## src/rtl/ee201_slowclk_monitor.sv

```systemverilog
// ee201_slowclk_monitor
//   Brings a slow square wave (e.g. the 60 Hz divided clock) into the Clk
//   domain. It emits one-cycle rise/fall pulses, measures each rise-to-rise
//   period in Clk cycles, flags whether that period is within tolerance of
//   the expected count, and flags loss of the slow clock.
//
// Ports:
//   Clk          system clock (100 MHz)
//   Reset_n      asynchronous active-low reset
//   ClkIn        slow clock under monitor, asynchronous to Clk
//   RisePulse    one-Clk pulse per detected ClkIn rising edge
//   FallPulse    one-Clk pulse per detected ClkIn falling edge
//   Period       last measured rise-to-rise period in Clk cycles
//   PeriodValid  high while Period holds a measurement from the current lock
//   InRange      high when PeriodValid and |Period - EXPECT_N| <= TOL
//   Lost         high from timeout until the next detected rise
module ee201_slowclk_monitor #(
  parameter int unsigned      WIDTH     = 21,
  parameter logic [WIDTH-1:0] EXPECT_N  = 21'd1666667,
  parameter logic [WIDTH-1:0] TOL       = 21'd16667,
  parameter logic [WIDTH-1:0] TIMEOUT_N = 21'd2000000
) (
  input  logic             Clk,
  input  logic             Reset_n,
  input  logic             ClkIn,
  output logic             RisePulse,
  output logic             FallPulse,
  output logic [WIDTH-1:0] Period,
  output logic             PeriodValid,
  output logic             InRange,
  output logic             Lost
);

  localparam logic [WIDTH-1:0] ONE = WIDTH'(1);

  typedef enum logic [1:0] {
    IDLE,
    ARMED,
    LOCKED
  } state_t;

  state_t           state;
  logic             s1, s2, hist;
  logic             rise, fall;
  logic [WIDTH-1:0] cnt;
  logic [WIDTH:0]   cnt_x, exp_x, diff;
  logic             cnt_in_range;
  logic             at_timeout;

  // Synchronizer, edge history and registered edge pulses.
  always_ff @(posedge Clk or negedge Reset_n) begin
    if (!Reset_n) begin
      s1        <= 1'b0;
      s2        <= 1'b0;
      hist      <= 1'b0;
      RisePulse <= 1'b0;
      FallPulse <= 1'b0;
    end else begin
      s1        <= ClkIn;
      s2        <= s1;
      hist      <= s2;
      RisePulse <= rise;
      FallPulse <= fall;
    end
  end

  assign rise = s2 & ~hist;
  assign fall = ~s2 & hist;

  // Tolerance check one bit wider than the counter so neither subtraction
  // can wrap.
  assign cnt_x        = {1'b0, cnt};
  assign exp_x        = {1'b0, EXPECT_N};
  assign diff         = (cnt_x >= exp_x) ? (cnt_x - exp_x) : (exp_x - cnt_x);
  assign cnt_in_range = (diff <= {1'b0, TOL});

  // Counter restarts at 1 after a rise, so only ARMED/LOCKED can reach the
  // limit from a fresh start; a rise on the same edge takes priority.
  assign at_timeout = (cnt >= TIMEOUT_N);

  // Period counter and lock state machine; Period is sampled from cnt on
  // the same edge RisePulse is registered, so both appear together.
  always_ff @(posedge Clk or negedge Reset_n) begin
    if (!Reset_n) begin
      state       <= IDLE;
      cnt         <= ONE;
      Period      <= '0;
      PeriodValid <= 1'b0;
      InRange     <= 1'b0;
      Lost        <= 1'b0;
    end else begin
      if (rise) begin
        cnt  <= ONE;
        Lost <= 1'b0;
      end else if (cnt != '1) begin
        cnt <= cnt + ONE;
      end

      unique case (state)
        IDLE: begin
          if (rise) begin
            state <= ARMED;
          end
        end
        ARMED: begin
          if (rise) begin
            state       <= LOCKED;
            Period      <= cnt;
            PeriodValid <= 1'b1;
            InRange     <= cnt_in_range;
          end else if (at_timeout) begin
            state <= IDLE;
            Lost  <= 1'b1;
          end
        end
        LOCKED: begin
          if (rise) begin
            Period  <= cnt;
            InRange <= cnt_in_range;
          end else if (at_timeout) begin
            state       <= IDLE;
            PeriodValid <= 1'b0;
            InRange     <= 1'b0;
            Lost        <= 1'b1;
          end
        end
        default: begin
          state       <= IDLE;
          PeriodValid <= 1'b0;
          InRange     <= 1'b0;
        end
      endcase
    end
  end

endmodule

```

## config.mk

```make
export PLATFORM = sky130hd
export DESIGN_NAME = ee201_slowclk_monitor
export DESIGN_NICKNAME = d
export VERILOG_FILES = /design/src/rtl/ee201_slowclk_monitor.sv
export SDC_FILE = /design/constraint.sdc
export NUM_CORES = 1
export LEC_CHECK = 0
export ABC_CLOCK_PERIOD_IN_PS = 7400
export CORE_UTILIZATION = 60
export DETAILED_ROUTE_END_ITERATION = 8
export PLACE_DENSITY_LB_ADDON = 0.3
export SLEW_MARGIN = 25
export SYNTH_ARGS = -nofsm -noshare
export SYNTH_HDL_FRONTEND = slang
export SYNTH_SLANG_ARGS = --single-unit
```

## constraint.sdc

```tcl
create_clock -name Clk -period 7.4 [get_ports Clk]
set_input_delay 0.74 -clock Clk [delete_from_list [all_inputs] [get_ports Clk]]
set_output_delay 0.74 -clock Clk [all_outputs]
set_load 0.03 [all_outputs]
```

==> results.py <==
metrics = {
    "worst_setup_path": {
        "worstPathCellList": "nand2b_1 -> clkinv_1 -> nand2_1 -> nor3_1 -> nand4_1 -> o41ai_2",
        "r2r_setup_slack_ps": 4500,
        "rr_worst_depth": 6,
        "cp_top_family": "simple AND/OR/NAND/NOR gates",
        "startpoint": "s2",
        "endpoint": "InRange",
        "crit_fanout": 25,
        "cp-start-kind": "flop",
        "r2r_end": "InRange",
        "path_buf_inv": 1,
        "path_depth": 6,
        "cp_data_required_time_ps": 7590,
        "r2r-start": "s2",
        "slowest_delay_ps": 1040,
        "crit_path_top_delay_cell": "nand2_1",
        "worst-endpoint-arrival_ps": 3090,
        "critPathKind": "flop to flop",
        "cp-end-kind": "flop",
    },
    "yosys": {
        "synthSimpleGateAreaFrac": 0.200,
        "syn_area_um2": 3300,
        "synthCells": 352,
        "synth_top_family_by_area": "simple AND/OR/NAND/NOR gates",
        "synth.most_common_cell": "dfrtp_1",
        "ys_warn_count": 0,
        "synthAdderAreaFrac": 0.0341,
        "synth_area_leaders": "dfrtp_1 39%, mux2_2 6.5%, xor2_1 5.0%, nor2_1 4.7%, nand2_1 3.7%",
        "synth-seq-cells": 52,
        "synth_seq_area_share": 0.394,
        "synthMuxAreaShare": 0.0738,
        "synth_common_cells": "51 x dfrtp_1, 41 x nor2_1, 33 x nand2_1",
        "synthArstFlopShare": 1.00,
        "synth_top_flop_cell": "dfrtp_1",
        "synth-edff-count": 0,
        "synth_xor_area_frac": 0.0742,
        "syn_avg_cell_area_um2": 9.39,
        "synth.distinct_cells": 59,
        "yosys.area.top_type_share": 0.386,
        "synth-compound-area-share": 0.170,
        "synth_top_cell_by_area": "dfrtp_1",
        "syn-num-nets": 364,
    },
    "routing": {
        "via_per_inst": 6.02,
        "drt_first_pass_iters": 4,
        "wl_per_cell_um": 16.5,
        "ant_nets": 0,
        "wirelength_um": 7150,
        "drt_iter0_markers": 172,
        "drc_errors": 0,
        "vias": 2605,
    },
    "clocking": {
        "cts-resized-gates": 0,
        "clkTransAtPathRegs_ps": 100,
        "cts_tree": "yes",
        "htree_levels": 2,
        "cts-buffers-inserted": 5,
        "clk_latency_ps": 310,
        "cts_max_path_buffers": 2,
        "post_cts_buffers": 0,
        "numClockSinks": 52,
        "ctsHoldBuffers": 0,
        "ctsRootBufferMaster": "clkbuf_8",
    },
    "floorplanning": {
        "core_um2": 5200,
        "die_x_um": 76.2,
        "die_h_um": 76.2,
        "ios": 29,
        "die_area_um2": 5810,
        "start_util": 0.635,
        "placementRows": 26,
    },
    "timing": {
        "slew_viol_final": 0,
        "worstMarginPinSlew_ps": 1040,
        "timing.fmax_mhz": 344,
        "relSlewSlack": 0.307,
        "rsz0062_at_grt": "no",
        "setup-tns-final_ps": 0,
        "hold-worst-slack_ps": 369,
        "fin_skew_ps": 7.88,
        "final-hold-violation-count": 0,
        "setup_viol_count_final": 0,
        "fin_crit_ps": 2900,
        "fin_crit_sh": 0.392,
    },
    "pwr": {
        "irDropWorstVdd_mv": 0.140,
        "fin_total_pwr_mw": 0.790,
        "leakage_nw": 1.55,
        "powerDensity_nw_per_um2": 217,
    },
    "final_layout": {
        "fill_cells": 403,
        "nNetsFinal": 374,
        "syn_to_final_growth_pct": 10.2,
        "multi_input_area_um2": 1820,
        "diodes": 0,
        "drive_gt1_frac": 0.129,
        "seqCellArea_um2": 1300,
    },
    "place": {
        "gp_congestion": 0.922,
        "dpl.hpwl_um": 4830,
        "place.port_buffers": 28,
    },
    "grt": {
        "grt_pass1_vias": 2400,
        "grt_start_max_net_pins": 53,
        "grt_remaining_overflow": 0,
        "grt_pass1_wl_um": 12000,
        "track_usage": 0.259,
        "antenna_found_initial": 0,
    },
    "run_status": {
        "status": "complete, no violations",
    },
    "hold_path": {
        "hold_class": "flop to flop",
    },
    "job": {
        "maxCapViolations": 0,
    },
}
cell type report:
| class | instances | share of cell area |
|---|---|---|
| multi-input combinational | 265 | 0.501 |
| sequential | 52 | 0.358 |
| timing repair buffer | 29 | 0.0777 |
| tap | 70 | 0.0241 |
| clock buffer | 6 | 0.0199 |
| clock inverter | 2 | 0.0107 |
| inverter | 9 | 0.00928 |
sequential cells by signal (all words and copies together) (netlist names):
signal       count
Period          21
cnt             21
state            2
FallPulse        1
InRange          1
Lost             1
PeriodValid      1
RisePulse        1
hist             1
s1               1
s2               1
per-stage QoR:
stage	worst slack (ps)	instances	utilization	area [um^2]
final	4500	433	0.700	3640
after detailed placement	4540	425	0.678	3530
after global routing	4310	433	0.700	3640
after floorplan	5030	352	-	3300
after global placement	4690	425	0.678	3530
after CTS	4520	433	0.700	3640
placed cells by master, fill, tap and decap left out, drive strengths merged, types with 5 or more instances in the layout:
master          n
ha              9
clkdlybuf4s50  27
nand2          34
o21ai          24
nor3            9
mux2           19
nand3          15
nor2           42
o31ai           6
xor2           19
a31oi           9
and2            6
a21oi          15
dfrtp          51
inv             9
xnor2           9
a211oi          5
clkbuf          6
worst min-delay path by stage:
stage	cells after the start	slack (ps)	endpoint	from
final	0	370	s2	s1
after global routing	0	370	s2	s1
after CTS	0	370	s2	s1
after detailed placement	0	350	s2	s1
after global placement	0	340	s2	s1
after floorplan	0	330	s2	s1
where the power goes:
part	total (mW)	internal, mW	switching, mW
Clock	0.199	0.102	0.0969
Combinational	0.243	0.0956	0.147
Sequential	0.348	0.314	0.0347
routing by layer:
layer / part of all wire / vias up / global-route usage
li1: - / 1249 / -
met1: 0.45 / 1269 / 0.363
met2: 0.49 / 73 / 0.405
met3: 0.040 / 14 / 0.0443
met4: 0.020 / 0 / 0.0904
met5: 0 / - / 0
cell families (layout without fill, tap and decap cells):
family / count (synthesis) / in the layout
flops: 52 / 52
mux: 22 / 22
fa+ha+maj: 9 / 9
simple gates: 128 / 128
xor+xnor: 28 / 28
compound gates: 78 / 78
buf+inv: 35 / 46
(Power assumes the default switching activity.)
